[config.mk]
export PLATFORM = sky130hd
export DESIGN_NAME = sprite_compositor
export DESIGN_NICKNAME = d
export VERILOG_FILES = /design/src/rtl/vga_pkg.sv /design/src/rtl/sprite_hit_unit.sv /design/src/rtl/sprite_compositor.sv
export SDC_FILE = /design/constraint.sdc
export NUM_CORES = 1
export LEC_CHECK = 0
export BUFFER_PORTS_ARGS = -buffer_cell sky130_fd_sc_hd__buf_2
export CAP_MARGIN = 10
export CORE_AREA = 2 2 189 191
export DETAILED_ROUTE_END_ITERATION = 7
export DIE_AREA = 0 0 191 193
export GPL_TIMING_DRIVEN = 0
export SLEW_MARGIN = 20
export SYNTH_ARGS = -nofsm -noshare
export SYNTH_HDL_FRONTEND = slang
export SYNTH_SLANG_ARGS = --single-unit
[constraint.sdc]
create_clock -name iVGA_CLK -period 4.2 [get_ports iVGA_CLK]
set_clock_uncertainty 0.15 [all_clocks]
set_input_delay 0.42 -clock iVGA_CLK [delete_from_list [all_inputs] [get_ports iVGA_CLK]]
set_output_delay 0.42 -clock iVGA_CLK [all_outputs]
set_load 0.01 [all_outputs]
[src/rtl/vga_pkg.sv]
// ============================================================================
// Module  : vga_pkg
// Brief   : Shared screen geometry, colours and sprite config encodings.
// Revision: 1.0 - initial release
// ============================================================================
`default_nettype none

package vga_pkg;

  localparam int          SCREEN_W  = 640;
  localparam int          SCREEN_H  = 480;
  localparam logic [23:0] BG_COLOR  = 24'h150088;
  localparam logic [23:0] TRANSP    = 24'hFF00FF;

  localparam int          POS_X_LSB = 0;
  localparam int          POS_Y_LSB = 16;
  localparam int          POS_W     = 10;

  localparam logic [2:0]  CFG_EN    = 3'd0;
  localparam logic [2:0]  CFG_POS0  = 3'd1;

  typedef struct packed {
    logic [POS_W-1:0] y;
    logic [POS_W-1:0] x;
  } spr_pos_t;

  function automatic spr_pos_t pos_from_data(input logic [31:0] data);
    pos_from_data.y = data[POS_Y_LSB +: POS_W];
    pos_from_data.x = data[POS_X_LSB +: POS_W];
  endfunction

endpackage

`default_nettype wire

[src/rtl/sprite_hit_unit.sv]
// ============================================================================
// Module  : sprite_hit_unit
// Brief   : Combinational box test of one pixel against one sprite.
// Revision: 1.0 - initial release
// ============================================================================
`default_nettype none

module sprite_hit_unit
  import vga_pkg::*;
#(
  parameter int SPR_LOG = 5
) (
  input  logic [POS_W-1:0]   px,
  input  logic [POS_W-1:0]   py,
  input  logic               en,
  input  logic               blank_n,
  input  logic [POS_W-1:0]   sx,
  input  logic [POS_W-1:0]   sy,
  output logic               hit,
  output logic [SPR_LOG-1:0] lx,
  output logic [SPR_LOG-1:0] ly
);

  localparam logic [POS_W:0] c_EDGE = (POS_W+1)'(1 << SPR_LOG);

  // 11-bit end coordinates so boxes near the right/bottom edge never wrap
  logic [POS_W:0] w_x_end;
  logic [POS_W:0] w_y_end;
  logic           w_in_x;
  logic           w_in_y;

  assign w_x_end = {1'b0, sx} + c_EDGE;
  assign w_y_end = {1'b0, sy} + c_EDGE;
  assign w_in_x  = (px >= sx) && ({1'b0, px} < w_x_end);
  assign w_in_y  = (py >= sy) && ({1'b0, py} < w_y_end);
  assign hit     = en && blank_n && w_in_x && w_in_y;
  assign lx      = SPR_LOG'(px - sx);
  assign ly      = SPR_LOG'(py - sy);

endmodule

`default_nettype wire

[src/rtl/sprite_compositor.sv]
// ============================================================================
// Module  : sprite_compositor
// Brief   : Frame-atomic sprite config, priority hit test, 3-stage compositor.
// Revision: 1.0 - initial release
// ============================================================================
`default_nettype none

module sprite_compositor
  import vga_pkg::*;
#(
  parameter int          NSPR     = 4,
  parameter int          SPR_LOG  = 5,
  parameter logic [23:0] BG_COLOR = vga_pkg::BG_COLOR,
  parameter logic [23:0] TRANSP   = vga_pkg::TRANSP
) (
  input  logic        iVGA_CLK,
  input  logic        iRST_n,
  input  logic [9:0]  iPX,
  input  logic [9:0]  iPY,
  input  logic        iBLANK_n,
  input  logic        iVS,
  input  logic        cfg_wr,
  input  logic [2:0]  cfg_sel,
  input  logic [31:0] cfg_data,
  output logic        cfg_pending,
  output logic [11:0] rom_addr,
  input  logic [23:0] rom_q,
  output logic [23:0] oBGR
);

  localparam int ID_W = (NSPR > 1) ? $clog2(NSPR) : 1;

  logic              r_vs_d;
  logic              r_commit;
  logic [NSPR-1:0]   r_pend_en;
  spr_pos_t          r_pend_pos [NSPR];
  logic [NSPR-1:0]   r_en;
  spr_pos_t          r_pos      [NSPR];

  logic              w_wr_valid;
  logic              w_unused_cfg;

  logic [NSPR-1:0]   w_hit;
  logic [SPR_LOG-1:0] w_lx [NSPR];
  logic [SPR_LOG-1:0] w_ly [NSPR];
  logic [ID_W-1:0]   w_win;
  logic              w_any;

  logic              r_hit_d1, r_hit_d2, r_hit_d3;
  logic              r_blank_d1, r_blank_d2, r_blank_d3;
  logic [23:0]       r_q;

  assign w_wr_valid   = cfg_wr && (cfg_sel <= 3'(NSPR));
  assign w_unused_cfg = &{1'b0, cfg_data[31:26], cfg_data[15:10]};

  // Pending regs take writes; committed regs copy them the cycle after iVS falls.
  // Nonblocking semantics mean a write landing on the commit cycle waits a frame.
  always_ff @(posedge iVGA_CLK or negedge iRST_n) begin
    if (!iRST_n) begin
      r_vs_d      <= 1'b1;
      r_commit    <= 1'b0;
      r_pend_en   <= '0;
      r_en        <= '0;
      cfg_pending <= 1'b0;
      for (int i = 0; i < NSPR; i++) begin
        r_pend_pos[i] <= '0;
        r_pos[i]      <= '0;
      end
    end else begin
      r_vs_d   <= iVS;
      r_commit <= r_vs_d && !iVS;
      if (r_commit) begin
        r_en <= r_pend_en;
        for (int i = 0; i < NSPR; i++) r_pos[i] <= r_pend_pos[i];
      end
      if (w_wr_valid) begin
        if (cfg_sel == CFG_EN) r_pend_en <= cfg_data[NSPR-1:0];
        for (int i = 0; i < NSPR; i++) begin
          if (cfg_sel == 3'(int'(CFG_POS0) + i)) r_pend_pos[i] <= pos_from_data(cfg_data);
        end
      end
      if (w_wr_valid)    cfg_pending <= 1'b1;
      else if (r_commit) cfg_pending <= 1'b0;
    end
  end

  generate
    for (genvar g = 0; g < NSPR; g++) begin : g_hit
      sprite_hit_unit #(
        .SPR_LOG (SPR_LOG)
      ) u_hit (
        .px      (iPX),
        .py      (iPY),
        .en      (r_en[g]),
        .blank_n (iBLANK_n),
        .sx      (r_pos[g].x),
        .sy      (r_pos[g].y),
        .hit     (w_hit[g]),
        .lx      (w_lx[g]),
        .ly      (w_ly[g])
      );
    end
  endgenerate

  // Scan from the top index down so the lowest hitting index is left in w_win
  always_comb begin
    w_win = '0;
    w_any = |w_hit;
    for (int i = NSPR - 1; i >= 0; i--) begin
      if (w_hit[i]) w_win = ID_W'(i);
    end
  end

  always_ff @(posedge iVGA_CLK or negedge iRST_n) begin
    if (!iRST_n) begin
      rom_addr   <= '0;
      r_hit_d1   <= 1'b0;
      r_hit_d2   <= 1'b0;
      r_hit_d3   <= 1'b0;
      r_blank_d1 <= 1'b0;
      r_blank_d2 <= 1'b0;
      r_blank_d3 <= 1'b0;
      r_q        <= '0;
    end else begin
      if (w_any) rom_addr <= {w_win, w_ly[w_win], w_lx[w_win]};
      r_hit_d1   <= w_any;
      r_blank_d1 <= iBLANK_n;
      r_hit_d2   <= r_hit_d1;
      r_blank_d2 <= r_blank_d1;
      r_hit_d3   <= r_hit_d2;
      r_blank_d3 <= r_blank_d2;
      r_q        <= rom_q;
    end
  end

  always_comb begin
    oBGR = 24'h000000;
    if (r_blank_d3) oBGR = (r_hit_d3 && (r_q != TRANSP)) ? r_q : BG_COLOR;
  end

endmodule

`default_nettype wire

==> Word level (Yosys, flattened, before mapping) <==
Index checks and enable logic that the tools add are counted.
{ "word_totals": {"register_bits": 213, "input_bits": 84, "out_inout_bits": 37} }
{ "classes": {"addsub": 16, "magnitude_cmp": 18, "n_eq_ne": 5, "mux": 14, "bitwise_logic": 1, "reduce_logical": 32} }
{ "op_table": {"columns": ["operator", "count"], "rows": [
  ["10-bit by 6-bit adder with 11-bit output, second input constant", 8],
  ["10-bit by 11-bit < comparator with 1-bit output", 8],
  ["10-bit >= comparator", 8],
  ["24-bit two-way mux", 2],
  ["5-bit subtractor", 8],
  ["24-bit inequality test, second input constant", 1],
  ["1-bit logical AND", 23],
  ["5-bit binary-select mux with 2-bit select", 2],
  ["5-bit two-way mux", 4],
  ["2-bit AND reduction", 5],
  ["2-bit two-way mux", 4],
  ["3-bit by 2-bit equality test with 1-bit output, second input constant", 2],
  ["4-bit OR reduction", 1],
  ["3-bit by 1-bit equality test with 1-bit output, second input constant", 1],
  ["3-bit equality test, second input constant", 1],
  ["3-bit >= comparator, second input constant", 1],
  ["3-bit less-or-equal comparator, second input constant", 1],
  ["3-bit logical NOT", 1],
  ["2-bit inverter with 3-bit output", 1],
  ["1-bit two-way mux", 2],
  ["2-bit nonzero test", 1],
  ["1-bit logical NOT", 1]
]} }

==> Logic depth before layout (Yosys ltp) <==
Gate-level depths: netlist of the first run.
{ "depth": {"depth_word": 13, "mapped_depth": 13, "ltp_nobuf": 11} }

==> Modules after synthesis <==
From an unflattened synthesis of the first run, not the netlist that was laid out.
{ "hier_totals": {"cells_unflattened": 1097, "area_unflattened_um2": 12504.5} }
{ "modules_own_cells": {"columns": ["module", "instances", "cells_per_inst", "area_per_inst_um2", "seq_area_each_um2"], "rows": [
  ["sprite_compositor", 1, 529, 8260.4, 5331.4],
  ["sprite_hit_unit (g_hit[0].u_hit ...)", 3, 143, 1062.3, 0.0],
  ["sprite_hit_unit (g_hit[3].u_hit)", 1, 139, 1057.3, 0.0]
]} }

==> Worst setup path before layout of the first run <==
No wires, ideal clock.
{ "synth_path": {"path_type": "input to register", "start": "input iPY[0]", "end": "register rom_addr[8]", "setup_time_ns": 0.126, "arrival_time_ns": 2.954, "required_time_ns": 3.924, "slack_ns": 0.970, "path_stages": 11, "path_buffers": 1, "path_cell_list": "inv_1 ha_1 fa_1 nand2b_1 a21oi_1 o221ai_1 a221o_1 or4_1 buf_2 and2_1 a221o_1"} }
{ "synth_via": {"elab_chain_cells": 11} }
{ "synth_lines": {"columns": ["item", "line", "text"], "rows": [
  ["from (decl)", "sprite_compositor.sv:19", "input logic [9:0] iPY,"],
  ["10-bit by 11-bit < comparator with 1-bit output / 10-bit >= comparator (equally long branches)", "sprite_hit_unit.sv:35", "assign w_in_y = (py >= sy) && ({1'b0, py} < w_y_end);"],
  ["1-bit logical AND", "sprite_hit_unit.sv:35", null],
  ["1-bit logical AND", "sprite_hit_unit.sv:36", "assign hit = en && blank_n && w_in_x && w_in_y;"],
  ["2-bit two-way mux (4 in a row)", "sprite_compositor.sv:110", "if (w_hit[i]) w_win = ID_W'(i);"],
  ["2-bit inverter with 3-bit output (not written as such)", "sprite_compositor.sv:125", "if (w_any) rom_addr <= {w_win, w_ly[w_win], w_lx[w_win]};"],
  ["5-bit binary-select mux with 2-bit select", "sprite_compositor.sv:125", null],
  ["5-bit two-way mux (not written as such) (2 in a row)", "sprite_compositor.sv:125", null],
  ["to (signal assigned)", "sprite_compositor.sv:125", null],
  ["to (decl)", "sprite_compositor.sv:26", "output logic [11:0] rom_addr,"]
]} }
Several ways; a longest one is shown, not always the timed one. The select of a mux whose other input is x is not followed.
A chain may end at the register's enable or synchronous reset.

==> Final worst setup path of the first run <==
{ "layout_path": {"start": "register r_pos[35] (netlist bit)", "end": "register rom_addr[1]"} }
{ "layout_rtl": {"columns": ["item", "line", "text"], "rows": [
  ["from (decl)", "sprite_compositor.sv:38", "spr_pos_t r_pos [NSPR];"],
  ["from (signal, indexed assignment)", "sprite_compositor.sv:67", "r_pos[i] <= '0;"],
  ["10-bit by 6-bit adder with 11-bit output", "sprite_hit_unit.sv:33", "assign w_y_end = {1'b0, sy} + c_EDGE;"],
  ["10-bit by 11-bit < comparator with 1-bit output", "sprite_hit_unit.sv:35", null],
  ["1-bit logical AND (*)", "sprite_hit_unit.sv:35", null],
  ["1-bit logical AND (*)", "sprite_hit_unit.sv:36", null],
  ["4-bit OR reduction (*)", "sprite_compositor.sv:108", "w_any = |w_hit;"],
  ["net w_any", "sprite_compositor.sv:47", "logic w_any;"]
]} }
The timed path passes the listed nets; every way through them passes the cells marked *. The select of a mux whose other input is x is not followed.

==> impl_metrics.py, run 1 <==
metrics = {
    "power_and_ir_drop": {
        "power.share.clock": 0.318,
        "switching_power_uw": 2347,
        "cellLeakagePower_uw": 0.006605,
        "vdd.ir_drop.worst_v": 0.0003101,
        "totalPowerFinal_uw": 7241,
        "power_frac_seq": 0.384,
        "combinationalPowerShare": 0.298,
        "power.internal_uw": 4894,
        "power_density_nw_per_um2": 504.0,
        "power.share.switching": 0.3242,
    },
    "logic_synthesis": {
        "yosys.cell_count.top_type": "dfrtp_1",
        "synthesis.area_per_instance_um2": 10.40,
        "ys_ff_latch": 213,
        "synth_area_leaders": "dfrtp_1 44%, ha_1 13%, mux2_2 9.1%, o21ai_0 4.5%, inv_1 3.3%",
        "synthCells": 1157,
        "syn_area_um2": 12030,
        "number_of_distinct_library_cell_variants_in_the_gate_level_netlist_after_synthesis": 68,
        "synth-seq-area-share": 0.4432,
        "edff_count_synth": 0,
        "synth.net_count": 1377,
        "yosysWarningCount": 0,
        "ys_dominant_reg_cell": "dfrtp_1",
        "post_synthesis_async_set_or_reset_flop_share": 1.000,
        "synth_top_cell_by_area": "dfrtp_1",
        "synth.top_cells.by_count": "212 x dfrtp_1, 128 x ha_1, 109 x o21ai_0",
        "yosysTopAreaCellShare": 0.4410,
    },
    "timing": {
        "rsz0062_at_grt": "no",
        "post-route-period-util": 0.9346,
        "final_hold_viol_count": 0,
        "achievable-frequency_mhz": 254.7,
        "timing_worst_slew_pin_value_ps": 992.8,
        "whs_ps": 24.15,
        "finalCriticalPeriod_ps": 3925,
        "final.setup.tns_ps": 0,
        "max-slew-margin-rel": 0.3381,
        "finalSetupViolations": 0,
        "slew_viol_final": 0,
    },
    "critical_path": {
        "critPathBufInv": 2,
        "required_ps": 4450,
        "cp_data_arrival_time_ps": 4180,
        "criticalPathCategory": "flip-flop to flip-flop",
        "critical-path-slowest-cell": "a311oi_1",
        "worst_setup_path_start_kind": "flip-flop",
        "crit_path_end_kind": "flip-flop",
        "critical_path_peak_fanout": 10,
        "max_stage_delay_ps": 590,
        "crit_family": "compound AO/OA/AOI/OAI gates",
        "crit_chain": "ha_1 -> nand3_1 -> xnor2_1 -> ha_1 -> o2111ai_1 -> a311oi_1 -> nor2_1 -> nand4_1 -> clkbuf_1 -> clkbuf_1 -> nand4_1 -> o32a_1",
    },
    "routing": {
        "routed_via_density": 5.089,
        "total_number_of_vias": 9170,
        "detail-route-antenna-nets": 0,
        "firstDrtPassIters": 4,
        "postRouteWirelength_um": 34250,
        "drt_iter0_markers": 576,
        "wire_per_inst_um": 19.01,
        "drc": 0,
    },
    "clocking": {
        "cts.clk_slew.worst_paths_ps": 60,
        "postCtsSetupBuffers": 0,
        "clock_insertion_delay_worst_skew_ps": 540,
        "clkSinkCount": 213,
        "cts_resized": 0,
        "cts_buffer_depth": 3,
        "cts_max_level": 1,
        "cts_root_buffer": "clkbuf_16",
        "tritoncts_clock_tree": "built",
        "numCtsBuffers": 26,
        "ctsHoldBuffers": 28,
    },
    "final_layout": {
        "drive_gt1_frac": 0.1939,
        "diodes": 0,
        "filler_cell_count": 3444,
        "finish.instance_area_um2": 14370,
        "flow.area_growth_from_synthesis_pct": 19.45,
        "finalNetCount": 1543,
        "final-instance-count-excl-fill": 1802,
    },
    "die": {
        "die_x_um": 191,
        "num_io_pins": 121,
        "floorplan.initialDensity": 0.3440,
        "core.rowCount": 69,
        "core_um2": 34960,
        "die_area_um2": 36860,
        "chipHeight_um": 193,
    },
    "hold_path": {
        "worst_hold_path_type": "input port to flip-flop",
    },
    "global_route": {
        "grt_start_max_net_pins": 99,
        "grt_pass1_vias": 9155,
        "grt_usage": 0.1881,
        "grt_antenna_before_repair": 0,
        "grt_overflow": 0,
        "grt_pass1_wl_um": 52830,
    },
    "place": {
        "place_inst": 1728,
        "post-dp-hpwl_um": 25810,
        "buffer_ports.inserted": 108,
        "post_dp_cell_area_um2": 13220,
        "routability_congestion": 0.9034,
    },
    "flow_run": {
        "max_cap_viol_count": 0,
    },
    "outcome": {
        "run_status": "finished, final reports clean",
    },
}
==> cell type report <==
type / count / area, um^2 / area share
Clock buffer: 40 / 764.5 / 0.05320
Timing Repair Buffer: 138 / 885.9 / 0.06165
Clock inverter: 6 / 107.6 / 0.007489
Tap cell: 461 / 576.8 / 0.04014
Sequential cell: 213 / 5331 / 0.3710
Inverter: 109 / 409.1 / 0.02847
Multi-Input combinational cell: 804 / 6168 / 0.4293
Buffer: 31 / 125.1 / 0.008708
==> state kept, by name, indices dropped and copies added, names as in the netlist <==
register,flops
r_hit_d3,1
r_vs_d,1
rom_addr,12
r_blank_d3,1
cfg_pending,1
r_hit_d1,1
r_pend_pos,80
r_pos,80
r_en,4
r_blank_d1,1
r_pend_en,4
r_commit,1
r_q,24
r_blank_d2,1
r_hit_d2,1
==> metal layers <==
layer / track usage / up-vias / part of all wire
li1: - / 4419 / -
met1: 0.2617 / 4510 / 0.48
met4: 0.04681 / 0 / 0.025
met2: 0.3070 / 191 / 0.45
met5: 0 / - / 0
met3: 0.02914 / 50 / 0.043
==> cell families (layout without fill, tap and decap cells) <==
| family | Yosys count | count (layout) | synth area share |
|---|---|---|---|
| buf+inv | 140 | 324 | 0.04441 |
| simple gates | 267 | 267 | 0.1067 |
| xor+xnor | 38 | 38 | 0.02767 |
| fa+ha+maj | 136 | 136 | 0.1465 |
| compound gates | 261 | 261 | 0.1366 |
| flops | 213 | 213 | 0.4432 |
| mux | 102 | 102 | 0.09497 |
==> worst paths after layout <==
path | from | end | slack, ps | cells past startpoint
setup / recovery | r_pos[35] | rom_addr[1] | 270 | 12
hold / removal | cfg_data[25] | r_pend_pos[59] | 20 | 2
setup reg to reg | r_pos[35] | rom_addr[1] | 270 | 12
hold reg to reg | r_blank_d1 | r_blank_d2 | 190 | 0
max in group asynchronous | iRST_n | r_vs_d | 2850 | 3
min in group asynchronous | iRST_n | r_pend_pos[35] | 220 | 2
==> worst reg2reg max path, cell delays in order, from the launching register on <==
cell and delay [ps]:
dfrtp_1 420, ha_1 210, nand3_1 110, xnor2_1 140, ha_1 300, o2111ai_1 130, a311oi_1 590, nor2_1 110
nand4_1 220, clkbuf_1 470, clkbuf_1 470, nand4_1 260, o32a_1 240
==> power groups by stage <==
stage / clock, uW / combinational (uW) / sequential (uW)
after floorplan: 0 / 1450 / 2740
after detailed placement: 0 / 2130 / 2810
after global placement: 0 / 2070 / 2800
after CTS: 2350 / 2160 / 2780
after global routing: 2440 / 2430 / 2840
final: 2300 / 2160 / 2780
==> through the flow <==
step | setup WS, ps | util
floorplan | 970.2 | -
global placement | -1242 | 0.3760
detailed placement | 7.432 | 0.3780
CTS | 316.6 | 0.4110
global route | 59.20 | 0.4110
finish | 274.6 | 0.4110
==> placed cells by master (no fill, tap or decap), types with 10 or more instances in the layout <==
master	n
mux2_2	97
buf_2	108
clkbuf_16	27
dfrtp_1	212
o21a_1	10
a21o_1	12
nand3_1	28
dlygate4sd3_1	28
a21oi_1	50
ha_1	128
nand4_1	14
xnor2_1	30
clkbuf_1	34
and2_1	20
nor2b_1	18
o2111ai_1	11
nand2_1	97
o21ai_0	109
inv_1	107
nor2_1	51
Power figures use the tool's default switching activity.
==> run 2, diff against run 1 <==
--- a/config.mk
+++ b/config.mk
@@ -11,6 +11,7 @@
 export DETAILED_ROUTE_END_ITERATION = 7
 export DIE_AREA = 0 0 191 193
 export GPL_TIMING_DRIVEN = 0
+export PLACE_DENSITY = 0.61
 export SLEW_MARGIN = 20
 export SYNTH_ARGS = -nofsm -noshare
 export SYNTH_HDL_FRONTEND = slang
==> impl_metrics.py, run 2 (synthesis results as in run 1) <==
metrics = {
    "outcome": {
        "run_status": "finished, final reports clean",
    },
    "die": {
        "floorplan.initialDensity": 0.3440,
        "core.rowCount": 69,
        "die_area_um2": 36860,
        "die_x_um": 191,
        "num_io_pins": 121,
        "chipHeight_um": 193,
        "core_um2": 34960,
    },
    "place": {
        "routability_congestion": 0.8777,
        "place_inst": 1728,
        "buffer_ports.inserted": 108,
        "post-dp-hpwl_um": 25890,
        "pre_cts_slack_ps": -19.50,
    },
    "flow_run": {
        "max_cap_viol_count": 0,
    },
    "final_layout": {
        "sequential_cell_area_um2": 5331,
        "flow.area_growth_from_synthesis_pct": 19.16,
        "diodes": 0,
        "mostFrequentLayoutCell": "dfrtp_1",
        "drive_gt1_frac": 0.1964,
        "most-common-layout-cells": "212 x dfrtp_1, 128 x ha_1, 109 x o21ai_0",
        "utilization": 0.4099,
        "finalNetCount": 1541,
        "largestRegisters": "r_pend_pos (80), r_pos (80), r_q (24)",
        "filler_cell_count": 3392,
        "multi_input_area_um2": 6168,
        "final-instance-count-excl-fill": 1800,
    },
    "critical_path": {
        "timing.reg2reg.worst_path_depth": 11,
        "worst_setup_path_start_kind": "flip-flop",
        "cp_data_arrival_time_ps": 4310,
        "critical_path_peak_fanout": 10,
        "required_ps": 4520,
        "r2r-end": "rom_addr[8]",
        "criticalPathCategory": "flip-flop to flip-flop",
        "crit-reg2reg-launch": "r_pos[20]",
        "r2r_setup_slack_ps": 210,
        "crit_path_end_kind": "flip-flop",
    },
    "timing": {
        "slew_viol_final": 0,
        "timing_worst_slew_pin_value_ps": 1018,
        "final_hold_viol_count": 0,
        "final.setup.tns_ps": 0,
        "post-route-period-util": 0.9500,
        "rsz0062_at_grt": "no",
        "finalSetupViolations": 0,
        "postLayoutSetupSlackWorst_ps": 210.0,
        "finalCriticalPeriod_ps": 3990,
        "achievable-frequency_mhz": 250.6,
        "max-slew-margin-rel": 0.3215,
    },
    "global_route": {
        "grt_usage": 0.1876,
        "grt_pass1_vias": 9224,
        "globalRouteMet1Util": 0.2599,
        "grt_overflow": 0,
        "grt_pass1_wl_um": 53050,
        "globalRouteMet2Util": 0.3018,
        "grt_start_max_net_pins": 88,
        "busiest_layer_in_global_routing": "met2",
        "grt_util_met3": 0.03005,
        "grt_antenna_before_repair": 0,
    },
    "clocking": {
        "cts.clk_slew.worst_paths_ps": 60,
        "cts_root_buffer": "clkbuf_16",
        "clkSinkCount": 213,
        "cts_buffer_depth": 3,
        "cts_max_level": 1,
        "tritoncts_clock_tree": "built",
        "clock_insertion_delay_worst_skew_ps": 530,
        "numCtsBuffers": 24,
    },
    "hold_path": {
        "hp-start": "cfg_data[25]",
        "worst_hold_path_type": "input port to flip-flop",
        "whs_endpoint": "r_pend_pos[59]",
        "timing.hold.worst_path_depth": 2,
    },
    "power_and_ir_drop": {
        "cellLeakagePower_uw": 0.006597,
        "power_density_nw_per_um2": 500.9,
        "vdd.ir_drop.worst_v": 0.0002638,
    },
    "routing": {
        "total_number_of_vias": 9266,
        "wire_per_inst_um": 19.09,
        "drc": 0,
        "routed_via_density": 5.148,
        "postRouteWirelength_um": 34360,
        "firstDrtPassIters": 5,
        "detail-route-antenna-nets": 0,
        "drt_iter0_markers": 561,
    },
}
-- run 2: cell count changes in the layout (fill, tap and decap cells not counted), sizes merged --
cell,before,now
clkinv,3,7
clkbuf,65,59
-- run 2: worst max path at each step --
stage	startpoint	end	slack, ps
floorplan	iPY[0]	rom_addr[8]	970
global placement	iRST_n	r_pos[17]	-1200
detailed placement	iPX[1]	rom_addr[8]	-20
CTS	r_pos[20]	rom_addr[8]	300
global route	r_pos[20]	rom_addr[3]	30
finish	r_pos[20]	rom_addr[8]	210
-- run 2: timing repair --
action / 4_1_cts / 5_1_grt
gates resized for setup: 0 / 0
hold buffers: 28 / 0
setup buffers: 0 / 0
hold endpoints to repair: 87 / 0
-- run 2: final cells by class --
class                      count  share of cell area
sequential                   213              0.3719
multi-input combinational    804              0.4303
clock buffer                  34             0.04949
inverter                     109             0.02854
buffer                        31            0.008729
tap                          461             0.04024
clock inverter                10            0.008904
timing repair buffer         138             0.06180
-- run 2: per-stage QoR --
stage | hold WS (ps) | power [uW] | cell area [um^2]
floorplan | -25.59 | 4191 | 12030
global placement | 183.2 | 4857 | 13150
detailed placement | 185.6 | 4941 | 13220
CTS | 9.541 | 7224 | 14330
global route | 4.616 | 7636 | 14330
finish | 21.92 | 7180 | 14330
-- run 2: critical path, cell delays in order (launching register included) --
cell      delay, ps
dfrtp_1         380
ha_1            210
fa_1            420
a21boi_0        160
o21ai_0         430
a31oi_1         180
o21ai_0         460
nand4_1         330
clkbuf_1        350
clkbuf_1        330
a211oi_1        360
a221o_1         160
-- run 2: power breakdown --
part	switching, uW	leakage, uW	internal, uW	total [uW]
sequential	295	0.00259	2490	2780
clock	879	0.000415	1360	2240
combinational	1180	0.00359	980	2160
-- run 2: per-layer routing --
metal | part of all wire | wire (um)
met1 | 0.47 | 16160
met2 | 0.45 | 15310
met3 | 0.052 | 1779
met4 | 0.032 | 1097
met5 | 0 | 0
